**src/rtl/vfifo_pkg.sv**
```systemverilog
// rtl/vfifo_pkg.sv - shared types and constants for the FIFO port arbiter slice
package vfifo_pkg;

   typedef enum logic {
      OWN_WR = 1'b0,
      OWN_RD = 1'b1
   } owner_t;

   localparam int RDQ_DEPTH = 2;

endpackage

```
**src/rtl/vfifo_rd_queue.sv**
```systemverilog
// rtl/vfifo_rd_queue.sv - small synchronous queue absorbing the RAM read latency
module vfifo_rd_queue
   import vfifo_pkg::*;
#(
   parameter int data_width = 18
) (
   input  logic                  clk,
   input  logic                  rst,
   input  logic                  push,
   input  logic [data_width-1:0] push_data,
   input  logic                  pop,
   output logic [1:0]            occ,
   output logic [data_width-1:0] head
);

   localparam int PTR_W = $clog2(RDQ_DEPTH);

   logic [data_width-1:0] mem [RDQ_DEPTH];
   logic [PTR_W-1:0]      wr_ptr;
   logic [PTR_W-1:0]      rd_ptr;

   // Storage carries no reset; pointers and occupancy define what is live.
   always_ff @(posedge clk) begin
      if (push) begin
         mem[wr_ptr] <= push_data;
      end
   end

   always_ff @(posedge clk) begin
      if (rst) begin
         wr_ptr <= '0;
         rd_ptr <= '0;
         occ    <= 2'd0;
      end else begin
         if (push) begin
            wr_ptr <= wr_ptr + PTR_W'(1);
         end
         if (pop) begin
            rd_ptr <= rd_ptr + PTR_W'(1);
         end
         occ <= occ + {1'b0, push} - {1'b0, pop};
      end
   end

   assign head = mem[rd_ptr];

endmodule

```
**src/rtl/vfifo_port_arbiter.sv**
```systemverilog
// rtl/vfifo_port_arbiter.sv - shares one FIFO RAM port between a write and a read client
module vfifo_port_arbiter
   import vfifo_pkg::*;
#(
   parameter int data_width = 18,
   parameter int max_burst  = 4
) (
   input  logic                  clk,
   input  logic                  rst,
   input  logic                  wr_valid,
   input  logic [data_width-1:0] wr_data,
   output logic                  wr_ready,
   output logic                  rd_valid,
   output logic [data_width-1:0] rd_data,
   input  logic                  rd_ready,
   output logic                  fifo_wr,
   output logic [data_width-1:0] fifo_d,
   input  logic                  fifo_full,
   output logic                  fifo_rd,
   input  logic [data_width-1:0] fifo_q,
   input  logic                  fifo_empty
);

   localparam logic [3:0] BURST_MAX = 4'(max_burst);

   owner_t      owner;
   owner_t      grant_owner;
   logic [3:0]  burst_cnt;
   logic        inflight;
   logic [1:0]  occ;
   logic [2:0]  credit_use;
   logic        pop;
   logic        we_ok;
   logic        re_ok;
   logic        grant_wr;
   logic        grant_rd;

   assign rd_valid = (occ != 2'd0);
   assign pop      = rd_valid & rd_ready;

   // Slots committed after this cycle: queued words minus the pop plus the word still in the RAM pipe.
   assign credit_use = {1'b0, occ} + {2'b00, inflight} - {2'b00, pop};

   assign we_ok = wr_valid & ~fifo_full;
   assign re_ok = ~fifo_empty & (credit_use < 3'd2);

   always_comb begin
      grant_wr = 1'b0;
      grant_rd = 1'b0;
      if (!rst) begin
         if (we_ok && re_ok) begin
            // Owner keeps the port until its run reaches the limit, then yields.
            if ((owner == OWN_WR) == (burst_cnt < BURST_MAX)) begin
               grant_wr = 1'b1;
            end else begin
               grant_rd = 1'b1;
            end
         end else if (we_ok) begin
            grant_wr = 1'b1;
         end else if (re_ok) begin
            grant_rd = 1'b1;
         end
      end
   end

   assign grant_owner = grant_rd ? OWN_RD : OWN_WR;

   always_ff @(posedge clk) begin
      if (rst) begin
         owner     <= OWN_WR;
         burst_cnt <= 4'd0;
         inflight  <= 1'b0;
      end else begin
         inflight <= grant_rd;
         if (!grant_wr && !grant_rd) begin
            burst_cnt <= 4'd0;
         end else if (grant_owner == owner) begin
            burst_cnt <= (burst_cnt >= BURST_MAX) ? BURST_MAX : burst_cnt + 4'd1;
         end else begin
            owner     <= grant_owner;
            burst_cnt <= 4'd1;
         end
      end
   end

   assign fifo_wr  = grant_wr;
   assign wr_ready = grant_wr;
   assign fifo_rd  = grant_rd;
   assign fifo_d   = wr_data;

   vfifo_rd_queue #(
      .data_width(data_width)
   ) u_rd_queue (
      .clk      (clk),
      .rst      (rst),
      .push     (inflight),
      .push_data(fifo_q),
      .pop      (pop),
      .occ      (occ),
      .head     (rd_data)
   );

endmodule
```
**config.mk**
```make
export PLATFORM = sky130hd
export DESIGN_NAME = vfifo_port_arbiter
export DESIGN_NICKNAME = d
export VERILOG_FILES = /design/src/rtl/vfifo_pkg.sv /design/src/rtl/vfifo_rd_queue.sv /design/src/rtl/vfifo_port_arbiter.sv
export SDC_FILE = /design/constraint.sdc
export NUM_CORES = 1
export LEC_CHECK = 0
export ABC_AREA = 1
export ABC_CLOCK_PERIOD_IN_PS = 7090
export CORE_MARGIN = 2
export CORE_UTILIZATION = 46
export DETAILED_ROUTE_END_ITERATION = 6
export PLACE_DENSITY_LB_ADDON = 0.3
export SLEW_MARGIN = 20
export SYNTH_ARGS = -nofsm -noshare
export SYNTH_HDL_FRONTEND = slang
export SYNTH_SLANG_ARGS = --single-unit
```
**constraint.sdc**
```tcl
create_clock -name clk -period 7.09 [get_ports clk]
set_clock_uncertainty 0.2 [all_clocks]
set_input_delay 1.0635 -clock clk [delete_from_list [all_inputs] [get_ports clk]]
set_output_delay 1.0635 -clock clk [all_outputs]
set_load 0.02 [all_outputs]
```
==> run metrics <==
CP delay by family, top buffers and inverters; GRT overflow 0; share of layout cells above drive strength 1 11.9%; Routability Congestion 0.731; actual slew at the worst max-slew pin 0.889 ns; dpl ws 2.12 ns; Slew Limit Headroom 40.7%; ant diodes 0; Post-CTS Setup Inserts 0; Num Clock Sinks 47; nets@finish 230; vias after detailed routing 1141; Crit. End Element output pin; fmax 201 MHz; Core Util, Final 57.2%; Routed WL per cell 14.9 µm; CP dominant cell by count nand2_1; Hold Path Class flop to flop; final hold vios 0; Static Leak 0.940 nW; drt drc 0; Antenna Nets Post-Route 0; vias in the first global route 1149; row cnt 24; crit path max fanout 3; CP Class input pin to output pin; syn nets 200; Starting DRT DRC Count 64; setup_tns 0 ns; Seq/Total Area, Yosys 64.2%; placed cells 229; Core Region 4290 µm²; Finished Cell Area 2460 µm²; Clock Latency Late Sink 0.29 ns; largest net degree at the start of global routing 20; Root Buffer clkbuf_8; full die area 4960 µm²; first-pass GRT wire length 5290 µm; final wirelength 3530 µm; Resized Gates After CTS 0; htree depth 2; WP data required 5.83 ns; max-slew violations 0; CTS clock-pin slew for the worst setup and hold paths 0.08 ns; PwrDens 325 nW/µm²; post-synth cell types 22; TritonCTS clock tree built; TritonCTS buffer count 5; arrival time worst endpoint 3.72 ns; Die Height 70.4 µm; Setup crit start rd_ready; crit-path cells clkdlybuf4s50_1 > nand2_1 > inv_1 > ha_1 > inv_1 > ha_1 > fa_1 > nor2_4 > nand2_1 > nor2_1 > nand2_1 > nand2_1 > inv_1 > clkdlybuf4s50_1; placed cell area 2380 µm²; GRT Resource Usage Total 14.2%; Yosys reg bits 47; CP Launch Type input pin; R2R Path Start u_rd_queue.occ[1]; Synth warnings 0; Mean Syn Cell Area 13.2 µm²; Tcrit/Tclk final 70.3%; hold_buf cts 0; slowest stage delay, CP 0.54 ns; io pins 82; Via-to-Cell Ratio 4.81; die width 70.4 µm; outcome finished clean; Final HPWL DP 2610 µm; Synth Instances 154; synthesized cell area 2030 µm²; Clock Path Buffers 2; setup violators final 0; initial core utilization 47.2%; unrepaired setup endpoints after global routing no; Non-Filler Instances 237; initial antenna violation count 0; fillers 352; P&R area growth vs syn 21.2%; Worst IR Drop VDD 158 µV; Initial DRT Pass Iterations 4; Tmin final 4.99 ns; Crit-path slowest cell clkdlybuf4s50_1; Worst Setup Slack, final 2.10 ns; hold path startpoint u_rd_queue.rd_ptr; Max-Cap Viols 0; PortBufs 45; CP Buf/Inv Count 5
[registers in the layout, summed over array words and instances (netlist names), named ones only]
register,cells
burst_cnt,4
inflight,1
owner,1
u_rd_queue.mem,36
u_rd_queue.occ,2
u_rd_queue.rd_ptr,1
u_rd_queue.wr_ptr,1
[cells in the final DEF (no fill, tap or decap), types with 2 or more instances in the layout]
cell type / n
nand2_1: 13
clkdlybuf4s50_1: 45
nor2_4: 2
nor2_1: 8
nand3_1: 3
nand2_2: 6
dfxtp_1: 11
mux2_1: 18
nor2_2: 2
a21oi_1: 3
ha_1: 3
nor3_1: 2
inv_2: 3
edfxtp_1: 36
nand3_2: 2
clkbuf_8: 5
inv_1: 16
[cell families after synthesis]
kind of cell | count (synthesis) | synth area share (%)
adder cells (fa/ha/maj) | 4 | 2.84
other | 1 | 0.185
AND/OR/NAND/NOR | 40 | 10.2
flip-flops | 47 | 64.2
AO/OA/AOI/OAI | 3 | 0.740
buffers and inverters | 41 | 11.9
multiplexers | 18 | 9.99
[through the flow]
| step | hold WS [ns] | power (W) |
|---|---|---|
| floorplan | 0.258 | 0.000561 |
| global placement | 0.279 | 0.000648 |
| detailed placement | 0.279 | 0.000659 |
| CTS | 0.295 | 0.000809 |
| global route | 0.328 | 0.000845 |
| finish | 0.305 | 0.000799 |
[worst register-to-register path, cell delays in order, from the launching register on]
cell and delay [ns]:
dfxtp_1 0.33, inv_2 0.09, nand2_1 0.07, nand2_1 0.09
inv_1 0.05, ha_1 0.27, inv_1 0.04, ha_1 0.18
fa_1 0.51, nor2_4 0.15, nand2_1 0.07, nor2_1 0.12
nand2_1 0.07, nand2_1 0.11, nand2_2 0.07, nand3_2 0.07
nor2_1 0.04
[metal layers]
metal / global-route usage [%] / vias to the layer above / wire length [µm]
met3: 8.08 / 5 / 458
met5: 0 / - / 0
li1: - / 548 / -
met2: 24.0 / 69 / 1740
met4: 5.13 / 0 / 51
met1: 14.6 / 519 / 1290
[synth_stat cells (all sizes together)]
| cell type | number | area (µm²) |
|---|---|---|
| nor2 | 12 | 62.6 |
| mux2 | 18 | 203 |
| nor3 | 2 | 10.0 |
| inv | 19 | 71.3 |
| or2 | 2 | 12.5 |
| a21oi | 3 | 15.0 |
| edfxtp | 36 | 1080 |
| dfxtp | 11 | 220 |
| nand3 | 5 | 35.0 |
| ha | 3 | 37.5 |
| fa | 1 | 20.0 |
| conb | 1 | 3.75 |
| nand2 | 19 | 86.3 |
| buf | 22 | 170 |
[cell type report]
type,instances,area [µm²],area share (%)
sequential,47,1300,53.0
multi-input combinational,66,488,19.9
timing repair buffer,45,450,18.3
clock buffer,6,72.6,2.95
inverter,19,71.3,2.90
tap,52,65.1,2.65
clock inverter,2,8.76,0.356
[power breakdown]
| part | switching (W) | internal, W | leakage [nW] |
|---|---|---|---|
| clock network | 0.0000798 | 0.0000678 | 0.0426 |
| logic | 0.000144 | 0.000130 | 0.480 |
| registers | 0.0000286 | 0.000348 | 0.418 |
[final timing paths]
| kind | endpoint | slack [ns] | cells past startpoint |
|---|---|---|---|
| worst max-delay path | fifo_wr | 2.10 | 14 |
| worst min-delay path | flop | 0.31 | 2 |
| worst max register to register | burst_cnt[1] | 4.46 | 16 |
| worst min register to register | flop | 0.31 | 2 |
Note: power is estimated with default switching activity, not from simulation.
